--- src/rtl/timer_pkg.sv ---
// -----------------------------------------------------------------------------
// timer_pkg
// Shared types and constants for the countdown_timer block of the anti-theft
// alarm datapath.
//   state_t          : countdown FSM states (IDLE, WAIT1, WAIT2, RUN, DONE)
//   INT_*            : interval selector codes presented to the parameter store
//   DEF_VAL_W        : default width of the duration value / remaining count
// -----------------------------------------------------------------------------
package timer_pkg;

   typedef enum logic [2:0] {
      IDLE  = 3'd0,
      WAIT1 = 3'd1,
      WAIT2 = 3'd2,
      RUN   = 3'd3,
      DONE  = 3'd4
   } state_t;

   localparam logic [1:0] INT_ARM_DELAY       = 2'b00;
   localparam logic [1:0] INT_DRIVER_DELAY    = 2'b01;
   localparam logic [1:0] INT_PASSENGER_DELAY = 2'b10;
   localparam logic [1:0] INT_ALARM_ON        = 2'b11;

   localparam int DEF_VAL_W = 4;

endpackage : timer_pkg

--- src/rtl/countdown_timer_if.sv ---
// -----------------------------------------------------------------------------
// countdown_timer_if
// Signal bundle between the alarm FSM / parameter store (master) and the
// countdown timer (slave).
//   start_timer   : single-cycle start/restart request
//   interval_in   : requested interval code, sampled with start_timer
//   value         : registered duration returned by the parameter store
//   pause         : freeze counting while in RUN (only with TIMER_PAUSE_EN)
//   interval      : registered selector driven to the parameter store
//   busy          : timer active, from the start edge until expiry
//   remaining     : seconds left, 0 when idle
//   one_hz_enable : one-cycle tick pulse while counting
//   expired       : one-cycle completion pulse
// Optional feature macro: TIMER_PAUSE_EN adds the pause signal.
// -----------------------------------------------------------------------------
interface countdown_timer_if #(
   parameter int VAL_W = timer_pkg::DEF_VAL_W
) ();

   logic             start_timer;
   logic [1:0]       interval_in;
   logic [VAL_W-1:0] value;
`ifdef TIMER_PAUSE_EN
   logic             pause;
`endif
   logic [1:0]       interval;
   logic             busy;
   logic [VAL_W-1:0] remaining;
   logic             one_hz_enable;
   logic             expired;

   modport master (
      output start_timer, interval_in, value,
`ifdef TIMER_PAUSE_EN
      output pause,
`endif
      input  interval, busy, remaining, one_hz_enable, expired
   );

   modport slave (
      input  start_timer, interval_in, value,
`ifdef TIMER_PAUSE_EN
      input  pause,
`endif
      output interval, busy, remaining, one_hz_enable, expired
   );

endinterface : countdown_timer_if

--- src/rtl/tick_divider.sv ---
// -----------------------------------------------------------------------------
// tick_divider
// Clearable modulo-TICK_DIV counter producing the one-second tick.
//   clock  : system clock
//   reset  : synchronous, active-high reset
//   clear  : force the count to zero (takes priority over enable)
//   enable : advance the count this cycle
//   tick   : high during the enabled cycle in which the count is TICK_DIV-1
// -----------------------------------------------------------------------------
module tick_divider #(
   parameter int TICK_DIV = 50_000_000
) (
   input  logic clock,
   input  logic reset,
   input  logic clear,
   input  logic enable,
   output logic tick
);

   localparam int               CNT_W = (TICK_DIV > 2) ? $clog2(TICK_DIV) : 1;
   localparam logic [CNT_W-1:0] LAST  = CNT_W'(TICK_DIV - 1);

   logic [CNT_W-1:0] count_q;

   // NOTE: clocked state is always written with non-blocking assignments so
   // every register samples pre-edge values regardless of block ordering.
   always_ff @(posedge clock) begin
      if (reset || clear) begin
         count_q <= '0;
      end else if (enable) begin
         if (count_q == LAST) count_q <= '0;
         else                 count_q <= count_q + 1'b1;
      end
   end

   assign tick = enable && !clear && (count_q == LAST);

endmodule : tick_divider

--- src/rtl/countdown_timer.sv ---
// -----------------------------------------------------------------------------
// countdown_timer
// Seconds countdown for the anti-theft alarm. A start request latches the
// interval selector, waits for the parameter store to return the duration,
// then counts it down once per tick and pulses expired at zero.
//   clock : system clock
//   reset : synchronous, active-high reset
//   bus   : countdown_timer_if.slave (start/interval request, store value,
//           interval/busy/remaining/one_hz_enable/expired status)
// Parameters:
//   TICK_DIV : clock cycles per one-second tick (>= 2)
//   VAL_W    : width of duration and remaining count
// Optional feature macro: TIMER_PAUSE_EN (pause input freezes RUN counting).
// -----------------------------------------------------------------------------
module countdown_timer
   import timer_pkg::*;
#(
   parameter int TICK_DIV = 50_000_000,
   parameter int VAL_W    = DEF_VAL_W
) (
   input  logic               clock,
   input  logic               reset,
   countdown_timer_if.slave   bus
);

   state_t           state_q, state_d;
   logic [1:0]       interval_q, interval_d;
   logic [VAL_W-1:0] remaining_q, remaining_d;
   logic             loaded_q, loaded_d;
   logic             hold;
   logic             tick;
   logic             div_clear;
   logic             div_enable;

`ifdef TIMER_PAUSE_EN
   assign hold = bus.pause;
`else
   assign hold = 1'b0;
`endif

   // The divider is held at zero outside RUN and during the load cycle, so
   // the first tick lands TICK_DIV cycles after the new count is visible.
   assign div_clear  = (state_q != RUN) || loaded_q;
   assign div_enable = (state_q == RUN) && !hold;

   tick_divider #(
      .TICK_DIV (TICK_DIV)
   ) u_tick_divider (
      .clock  (clock),
      .reset  (reset),
      .clear  (div_clear),
      .enable (div_enable),
      .tick   (tick)
   );

   always_ff @(posedge clock) begin
      if (reset) begin
         state_q     <= IDLE;
         interval_q  <= INT_ARM_DELAY;
         remaining_q <= '0;
         loaded_q    <= 1'b0;
      end else begin
         state_q     <= state_d;
         interval_q  <= interval_d;
         remaining_q <= remaining_d;
         loaded_q    <= loaded_d;
      end
   end

   // NOTE: every output of this block gets a default first, so no path can
   // leave a signal unassigned and infer a latch.
   always_comb begin
      state_d     = state_q;
      interval_d  = interval_q;
      remaining_d = remaining_q;
      loaded_d    = 1'b0;

      if (bus.start_timer) begin
         // Start and restart share one path; a DONE cycle still shows its
         // expired pulse because that output decodes the current state.
         state_d    = WAIT1;
         interval_d = bus.interval_in;
      end else begin
         unique case (state_q)
            IDLE:  state_d = IDLE;
            WAIT1: state_d = WAIT2;
            WAIT2: begin
               state_d     = RUN;
               remaining_d = bus.value;
               loaded_d    = 1'b1;
            end
            RUN: begin
               if (hold) begin
                  loaded_d = loaded_q;
               end else if (remaining_q == '0) begin
                  state_d = DONE;
               end else if (tick) begin
                  if (remaining_q == VAL_W'(1)) begin
                     remaining_d = '0;
                     state_d     = DONE;
                  end else begin
                     remaining_d = remaining_q - 1'b1;
                  end
               end
            end
            DONE:    state_d = IDLE;
            default: state_d = IDLE;
         endcase
      end
   end

   assign bus.interval      = interval_q;
   assign bus.busy          = (state_q != IDLE);
   assign bus.remaining     = remaining_q;
   assign bus.one_hz_enable = tick;
   assign bus.expired       = (state_q == DONE);

endmodule : countdown_timer
--- src/flat_wrapper.sv ---
// flat-port wrapper written by rule: the top's interface ports become plain ports
module countdown_timer_flat import timer_pkg::*;
#(
   parameter int TICK_DIV = 50_000_000,
   parameter int VAL_W    = DEF_VAL_W
)
  (clock, reset, bus_start_timer, bus_interval_in, bus_value, bus_interval, bus_busy, bus_remaining, bus_one_hz_enable, bus_expired);
  countdown_timer_if #(.VAL_W(VAL_W)) bus_i ();
  input  logic clock;
  input  logic reset;
  input wire logic [$bits(bus_i.start_timer)-1:0] bus_start_timer;
  input wire logic [$bits(bus_i.interval_in)-1:0] bus_interval_in;
  input wire logic [$bits(bus_i.value)-1:0] bus_value;
  output wire logic [$bits(bus_i.interval)-1:0] bus_interval;
  output wire logic [$bits(bus_i.busy)-1:0] bus_busy;
  output wire logic [$bits(bus_i.remaining)-1:0] bus_remaining;
  output wire logic [$bits(bus_i.one_hz_enable)-1:0] bus_one_hz_enable;
  output wire logic [$bits(bus_i.expired)-1:0] bus_expired;
  assign bus_i.start_timer = bus_start_timer;
  assign bus_i.interval_in = bus_interval_in;
  assign bus_i.value = bus_value;
  assign bus_interval = bus_i.interval;
  assign bus_busy = bus_i.busy;
  assign bus_remaining = bus_i.remaining;
  assign bus_one_hz_enable = bus_i.one_hz_enable;
  assign bus_expired = bus_i.expired;
  countdown_timer #(.TICK_DIV(TICK_DIV), .VAL_W(VAL_W)) u_core (.clock(clock), .reset(reset), .bus(bus_i));
endmodule
--- config.mk ---
export PLATFORM = sky130hd
export DESIGN_NAME = countdown_timer_flat
export DESIGN_NICKNAME = d
export VERILOG_FILES = /design/src/rtl/timer_pkg.sv /design/src/rtl/countdown_timer_if.sv /design/src/rtl/tick_divider.sv /design/src/rtl/countdown_timer.sv /design/src/flat_wrapper.sv
export SDC_FILE = /design/constraint.sdc
export NUM_CORES = 1
export LEC_CHECK = 0
export BUFFER_PORTS_ARGS = -buffer_cell sky130_fd_sc_hd__buf_2
export CAP_MARGIN = 20
export CORE_UTILIZATION = 30
export CTS_CLUSTER_DIAMETER = 100
export CTS_CLUSTER_SIZE = 14
export DETAILED_ROUTE_END_ITERATION = 10
export SYNTH_ARGS = -nofsm -noshare
export SYNTH_HDL_FRONTEND = slang
export SYNTH_HIERARCHICAL = 1
export SYNTH_SLANG_ARGS = --single-unit
--- constraint.sdc ---
create_clock -name clock -period 3.7 [get_ports clock]
set_clock_uncertainty 0.2 [all_clocks]
set_input_delay 0.37 -clock clock [delete_from_list [all_inputs] [get_ports clock]]
set_output_delay 0.37 -clock clock [all_outputs]
set_load 0.1 [all_outputs]
Word level (Yosys, flattened, before mapping)
Index checks and enable logic that the tools add are counted.
W data, S select, Z words.
- register bits after elaboration: 36
- bits of input ports: 9
- output and inout port bits: 9
- logic and storage cells: 45
- add/subtract/negate cells: 2
- eq/ne operators: 13
- mux-type cells: 11
- bitwise operators: 1
- reductions and logical operators: 12
- operators with widths (kind ; number):
    $add A26 B1 Y26 const B ; 1
    $eq A26 B26 Y1 const B ; 1
    $mux W26 ; 1
    $mux W4 ; 3
    $mux W3 ; 3
    $pmux W3 S3 ; 1
    $pmux W4 S2 ; 1
    $eq A3 B2 Y1 const B ; 2
    $ne A3 B2 Y1 const B ; 2
    $eq A4 B1 Y1 const B ; 1
    $logic_not A4 Y1 ; 1
    $ne A2 B2 Y1 const B ; 2
    $ne A4 B2 Y1 const B ; 1
    $ne A4 B3 Y1 const B ; 1
    $reduce_and A2 Y1 ; 2
    $reduce_and A4 Y1 ; 1
    $sub A4 B1 Y4 const B ; 1
    $eq A3 B1 Y1 const B ; 1
    $eq A3 B3 Y1 const B ; 1
    $ne A3 B1 Y1 const B ; 1
    $reduce_bool A3 Y1 ; 1
    $logic_and A1 B1 Y1 ; 2
    $logic_or A1 B1 Y1 ; 2
    $mux W1 ; 2
    other kinds (4) ; 4

Logic depth before layout (Yosys ltp)
Gate-level depths: netlist (run 1).
- depth after elaboration: 9
- depth in mapped cells: 11
- gate-level depth less buffers: 9

Modules after synthesis
Netlist (run 1), hierarchy kept.
- by module, submodules not included (module ; times used ; cells an instance ; area each (um^2) ; seq. area each (um^2)):
    tick_divider ; 1 ; 146 ; 1276.2 ; 520.5
    countdown_timer ; 1 ; 63 ; 540.5 ; 200.2

Worst setup path before layout (run 1)
No wires, ideal clock.
- kind: register to register
- start point: register u_core.state_q[0]
- end point: register u_core.remaining_q[1] (netlist: u_core/bus.remaining[1])
- library setup time: 68 ps
- data arrival time: 5541 ps
- data required time: 3432 ps
- setup slack: -2109 ps
- stages on the path, launching flop included: 12
- clock period less this slack: 5809 ps
- cells stage by stage: dfxtp_1 > buf_2 > nand3b_1 > inv_1 > nand4_2 > nand2b_1 > nor4_1 > and2b_1 > or4_1 > buf_2 > a211o_1 > a21oi_2
- RTL lines (item ; line ; source):
    start: declaration ; countdown_timer.sv:26 ; state_t state_q, state_d;
    start signal: assignment ; countdown_timer.sv:63 ; state_q <= state_d;
    $eq A3 B2 Y1 ; countdown_timer.sv:44 ; assign div_enable = (state_q == RUN) && !hold;
    named net u_core.div_enable ; countdown_timer.sv:33 ; logic div_enable;
    $logic_and A1 B1 Y1 (2 in a row) ; tick_divider.sv:36 ; assign tick = enable && !clear && (count_q == LAST);
    named net bus_one_hz_enable ; flat_wrapper.sv:17 ; output wire logic [$bits(bus_i.one_hz_enable)-1:0] bus_one_hz_enable;
    $ne A2 B2 Y1 (no source line) ; n/a ;
    $reduce_and A4 Y1 (no source line) ; n/a ;
    end signal: assignment ; countdown_timer.sv:65 ; remaining_q <= remaining_d;
    end: declaration ; countdown_timer.sv:28 ; logic [VAL_W-1:0] remaining_q, remaining_d;
The timed path passes the listed nets, and every way through them passes these cells.
A chain may end at the register's enable or synchronous reset.

Worst setup path after layout (run 1)
- start point: register u_core.state_q[0]
- end point: register u_core.remaining_q[1] (netlist: u_core/bus.remaining[1])
- RTL lines (item ; line):
    $eq A3 B2 Y1 * ; countdown_timer.sv:44
    named net u_core.div_enable ; countdown_timer.sv:33
    $logic_and A1 B1 Y1 (2 in a row) ; tick_divider.sv:36
    $ne A2 B2 Y1 (no source line) ; n/a
    $reduce_and A4 Y1 (no source line) ; n/a
Mark *: on every way through the listed nets, which the timed path passes. The rest lies on a longest branch.

==> results of run 1 <==
-- cells by family after synthesis --
logic type / Yosys count
buf+inv: 16
simple gates: 100
xor+xnor: 15
compound gates: 33
fa+ha+maj: 5
flops: 36
mux: 4
-- routing by layer --
layer	track usage	routed length [um]
met5	0	0
met4	0.0482	39
met3	0.0354	149
met2	0.215	1700
met1	0.170	1910
-- metrics by stage --
| stage | cells | setup slack (ps) | util | hold slack, ps | cell area, sq um |
|---|---|---|---|---|---|
| 6_report | 295 | 594 | 0.359 | 136 | 2040 |
| 5_1_grt | 295 | 409 | 0.359 | 137 | 2040 |
| 4_1_cts | 295 | 580 | 0.359 | 130 | 2040 |
| 3_5_place_dp | 288 | 606 | 0.346 | 279 | 1960 |
| 3_3_place_gp | 288 | 695 | 0.346 | 269 | 1960 |
| 2_1_floorplan | 209 | 31.0 | - | 247 | 1830 |
-- Yosys cell counts (all sizes together) --
cell type / count
dfxtp: 36
nor2: 24
a21oi: 14
nand4: 11
nand2: 10
buf: 9
nor3: 9
or3: 9
xnor2: 9
o31ai: 7
or4: 7
nand3: 6
o21ai: 6
xor2: 6
and4: 5
ha: 5
inv: 5
nor4: 5
mux2i: 4
a211oi: 3
nand2b: 3
nor3b: 3
a211o: 2
clkbuf: 2
nor4b: 2
a221oi: 1
and2: 1
and2b: 1
and3: 1
and4bb: 1
nand3b: 1
nor2b: 1
-- registers in the layout, summed over array words and instances, names as in the netlist --
name                           cells
u_core/bus.interval                2
u_core/state_q                     3
u_core/bus.remaining               4
u_core/u_tick_divider/count_q     26
u_core/loaded_q                    1
-- worst min path at each step --
stage | slack [ps] | to
floorplan | 250 | u_core/u_tick_divider/count_q[6]
global placement | 270 | u_core/u_tick_divider/count_q[25]
detailed placement | 280 | u_core/u_tick_divider/count_q[25]
CTS | 130 | u_core/bus.interval[1]
global route | 140 | u_core/bus.interval[1]
finish | 140 | u_core/bus.interval[1]
-- area by class of cell --
cell class,count,area share
Multi-Input combinational cell,157,0.510
Timing Repair Buffer,18,0.0454
Tap cell,72,0.0442
Clock inverter,1,0.00245
Inverter,5,0.00920
Sequential cell,36,0.353
Clock buffer,6,0.0356
-- report_power, final --
group / internal [mW] / total, mW / switching, mW
clock: 0.128 / 0.259 / 0.131
sequential: 0.391 / 0.395 / 0.00371
combinational: 0.0134 / 0.0503 / 0.0369
total: 0.532 / 0.703 / 0.171
-- critical path: cells and delay by family (launching register included) --
| kind | cells | cell delay [ps] |
|---|---|---|
| buf+inv | 1 | 260 |
| compound gates | 2 | 460 |
| flops | 1 | 440 |
| simple gates | 6 | 1670 |
==> run_results.csv, run 1 <==
group,metric,value,unit
outcome,status,"complete, no violations",
floorplan,pin_count,18,
sta,slew_headroom,0.543,
final_layout,nets,237,
cts,cts.sinks,36,
final_layout,mostFrequentLayoutCell,"dfxtp_1",
synthesis,ys_warn_count,6,
synthesis,synthTopCellsByArea,"dfxtp_1 40%, nor2_1 5.0%, xnor2_1 4.3%, ha_1 3.4%, a21oi_1 3.3%",
place,dp_hpwl,2650,um
sta,finalHoldViolations,0,
worst_hold_path,hold_depth,3,
cts,cts_tree,"yes",
synthesis,syn-num-nets,223,
critical_path,critPathLaunch,"u_core/state_q[0]",
synthesis,synth_cell_types,36,
worst_hold_path,hold_start,"bus_interval_in[1]",
critical_path,path_cells,"nand3b_1, inv_2, nand4_2, nand2b_1, nor4_4, and2b_1, or4_1, a211o_1, a21oi_2",
synthesis,synth_top_area_share,0.397,
critical_path,timing.rr.start,"u_core/state_q[0]",
floorplan,rows,27,
synthesis,synthAdderAreaFrac,0.0344,
synthesis,synth-xor-area-share,0.0723,
final_layout,multiInputGateArea,1040,sq um
power_and_ir_drop,p_per_area,345,nW/um^2
floorplan,die_area,6370,sq um
critical_path,r2r_cells,9,
critical_path,critPathKind,"flip-flop to flip-flop",
floorplan,initial_core_util,0.320,
place,place_congestion,0.722,
sta,rsz0062_at_grt,"no",
floorplan,die_y,79.8,um
sta,slew_violations,0,
sta,fin_crit_sh,0.839,
power_and_ir_drop,p_leak,0.672,nW
global_routing,track_usage,0.133,
final_layout,layout_common_cells,"36 x dfxtp_1, 24 x nor2_1, 17 x buf_2",
power_and_ir_drop,total_power,0.703,mW
synthesis,syn_inst,209,
critical_path,end_kind,"flip-flop",
critical_path,max_stage_delay,550,ps
critical_path,cp-endpoint,"u_core/bus.remaining[1]",
sta,fin_crit,3110,ps
critical_path,cp-start-kind,"flip-flop",
synthesis,ys_ff_latch,36,
synthesis,synth-compound-area-share,0.118,
synthesis,yosysTopAreaCell,"dfxtp_1",
run,maxCapViolCount,0,
sta,tns,0,ps
drt,vias,1549,
final_layout,seq_area,721,sq um
cts,clockBufferDepth,2,
cts,clk_latency,280,ps
cts,cts_root_buf,"clkbuf_8",
synthesis,syn_area_per_cell,8.69,sq um
critical_path,crit_required,3720,ps
cts,ctsResizeCount,0,
cts,cts_setup_buffers,0,
drt,route.detailed.drc,0,
final_layout,fillCellCount,588,
drt,wirelength,3800,um
synthesis,synth_simple_gate_area_frac,0.317,
final_layout,area_growth,12.3,%
cts,cts-htree-levels,2,
sta,fmax,322,MHz
drt,via_per_inst,5.25,
global_routing,grt_max_degree,18,
place,io_buffers,17,
final_layout,diodes,0,
global_routing,grt_pass1_wl,6730,um
floorplan,fp.coreArea,5680,sq um
cts,clk_pin_slew,70,ps
drt,drt_iter0_drc,72,
power_and_ir_drop,ir_drop,219,uV
global_routing,antenna_found_initial,0,
global_routing,grt_pass1_vias,1491,
critical_path,reg2reg_setup_slack,590,ps
critical_path,cp.arrival,3120,ps
synthesis,synth_area,1820,sq um
synthesis,synth_top_family_by_area,"simple AND/OR/NAND/NOR gates",
sta,worst_slew_pin_slew,681,ps
synthesis,synth-seq-area-share,0.397,
drt,dr.pass1.iters,5,
critical_path,crit_path_top_delay_cell,"or4_1",
drt,wl_per_cell,12.9,um
cts,cts.hold.buffers_added,0,
sta,setup_viol,0,
synthesis,synthMuxAreaShare,0.0220,
worst_hold_path,hold_path.class,"input port to flip-flop",
floorplan,dieWidth,79.8,um
cts,cts_made_buffers,5,
critical_path,reg2reg_to,"u_core/bus.remaining[1]",
final_layout,drive_gt1_frac,0.143,
drt,ant_nets,0,
global_routing,overflow,0,
critical_path,crit_fanout,11,
Power figures use the tool's default switching activity.
==> run 2: changes to the inputs <==
- clock period: 3.7 -> 2.8 ns (I/O delays scaled with it)
==> run 2 against run 1 <==
Against the previous run:
- power increased by 38%
- flip-flop and latch count unchanged
- routed wire length decreased by 4.2%
- sequential share of layout area decreased by 1.7 points
- clock power increased by 46%
- die area unchanged
- first-iteration DRC count increased by 28%
- final cell count increased by 3.1%
- worst hold slack got worse by 98 ps
- maximum frequency increased by 21%
- largest cell class unchanged
==> run_results.csv, run 2 (synthesized netlist as in run 1, its figures left out) <==
group,metric,value,unit
power_and_ir_drop,p_sw_frac,0.239,
critical_path,max_stage_delay,470,ps
cts,cts_made_buffers,5,
power_and_ir_drop,p_leak,0.733,nW
power_and_ir_drop,clkPwrFrac,0.391,
critical_path,cp-start-kind,"flip-flop",
floorplan,rows,27,
drt,vias,1544,
critical_path,reg2reg_to,"u_core/bus.remaining[1]",
global_routing,track_usage,0.129,
drt,drt_iter0_drc,92,
critical_path,r2r_cells,9,
cts,cts-htree-levels,2,
drt,dr.pass1.iters,4,
cts,cts_tree,"yes",
sta,slew_headroom,0.679,
drt,via_per_inst,5.08,
run,maxCapViolCount,0,
floorplan,dieWidth,79.8,um
cts,cts.hold.buffers_added,0,
place,io_buffers,17,
final_layout,drive_gt1_frac,0.190,
critical_path,path_cells,"nand3b_1, inv_4, nand4_4, nand2b_4, nor4_4, and2b_1, or4_4, a211o_1, a21oi_2",
final_layout,fillCellCount,577,
cts,clk_latency,280,ps
sta,rsz0062_at_grt,"no",
sta,fmax,391,MHz
power_and_ir_drop,p_sw,0.232,mW
critical_path,end_kind,"flip-flop",
final_layout,largest_reg_flops,26,
cts,cts_root_buf,"clkbuf_8",
power_and_ir_drop,intPower,0.736,mW
drt,ant_nets,0,
sta,finalHoldViolations,0,
final_layout,mostFrequentLayoutCell,"dfxtp_1",
power_and_ir_drop,p_per_area,451,nW/um^2
final_layout,nets,245,
outcome,status,"complete, no violations",
sta,fin_crit,2560,ps
floorplan,fp.coreArea,5680,sq um
power_and_ir_drop,ir_drop,248,uV
worst_hold_path,hold_depth,3,
power_and_ir_drop,p_seq_frac,0.539,
final_layout,area_growth,18.0,%
final_layout,utilization,0.378,
drt,wl_per_cell,12.0,um
sta,worst_slew_pin_slew,480,ps
place,dp_hpwl,2550,um
global_routing,grt_max_degree,17,
sta,fin_crit_sh,0.914,
critical_path,timing.rr.start,"u_core/state_q[1]",
drt,route.detailed.drc,0,
critical_path,crit_required,2820,ps
floorplan,die_area,6370,sq um
place,dp_slack,138,ps
floorplan,die_y,79.8,um
global_routing,grt-busiest-layer,"met2",
sta,slew_violations,0,
worst_hold_path,hold_path.class,"input port to flip-flop",
worst_hold_path,hold_start,"bus_interval_in[0]",
worst_hold_path,whs_endpoint,"u_core/bus.interval[0]",
cts,clk_pin_slew,70,ps
floorplan,initial_core_util,0.320,
global_routing,grt_pass1_wl,6370,um
final_layout,regMostFlops,"u_core/u_tick_divider/count_q",
cts,clockBufferDepth,2,
floorplan,pin_count,18,
global_routing,overflow,0,
global_routing,met1_usage,0.170,
global_routing,use_met2,0.193,
sta,setup_viol,0,
global_routing,grt_pass1_vias,1377,
critical_path,cp.arrival,2580,ps
cts,cts.sinks,36,
critical_path,reg2reg_setup_slack,240,ps
place,place_congestion,0.700,
final_layout,layout_common_cells,"35 x dfxtp_1, 24 x nor2_1, 17 x buf_2",
critical_path,critPathKind,"flip-flop to flip-flop",
final_layout,diodes,0,
critical_path,crit_fanout,11,
drt,wirelength,3640,um
global_routing,met3_usage,0.0343,
critical_path,critPathLaunch,"u_core/state_q[1]",
global_routing,antenna_found_initial,0,
sta,finalWorstSetupSlack,241,ps
power_and_ir_drop,combinationalPowerShare,0.070,
critical_path,crit_path_top_delay_cell,"or4_4",
## run 2: how the worst max path moves through the flow
stage	end
after detailed placement	u_core/bus.remaining[1]
final	u_core/bus.remaining[1]
after floorplan	u_core/bus.remaining[1]
after global routing	u_core/bus.remaining[1]
after CTS	u_core/bus.remaining[1]
after global placement	u_core/bus.remaining[1]
## run 2: metal layers
layer	wire length (um)	share of wire
met1	1880	0.52
met3	122	0.034
met4	51	0.014
met5	0	0
met2	1580	0.44
## run 2: worst max-delay path: cells and delay by family (launching register included)
kind	cells	cell delay [ps]
and+or+nand+nor	6	1310
AOI/OAI and AO/OA	2	420
DFF	1	390
buffers and inverters	1	180
## run 2: layout make-up
class	instances	area, sq um	share of cell area
multi-input combinational	157	1070	0.498
inverter	5	21.3	0.00992
timing repair buffer	26	153	0.0712
clock buffer	8	90.1	0.0420
sequential	36	722	0.337
tap	72	90.1	0.0420
## run 2: power groups by stage
stage / Combinational, mW / Sequential (mW) / Clock [mW]
4_1_cts: 0.0678 / 0.521 / 0.398
5_1_grt: 0.0719 / 0.522 / 0.422
3_3_place_gp: 0.0675 / 0.533 / 0
6_report: 0.0680 / 0.522 / 0.378
2_1_floorplan: 0.0377 / 0.551 / 0
3_5_place_dp: 0.0676 / 0.533 / 0
## run 2: per-stage QoR
stage / std cells / TNS (ps) / hold WS (ps) / cell area, sq um / power, mW
after floorplan: 209 / -3500 / 157 / 1870 / 0.589
after global routing: 304 / 0 / 37.5 / 2140 / 1.02
final: 304 / 0 / 37.3 / 2140 / 0.968
after CTS: 303 / 0 / 29.3 / 2130 / 0.987
after global placement: 295 / 0 / 270 / 2040 / 0.601
after detailed placement: 295 / 0 / 280 / 2040 / 0.601
## run 2: repair_timing
item	CTS	global route
endpoints found under the setup margin	0	3
resized for setup	0	1
setup buffers	0	1
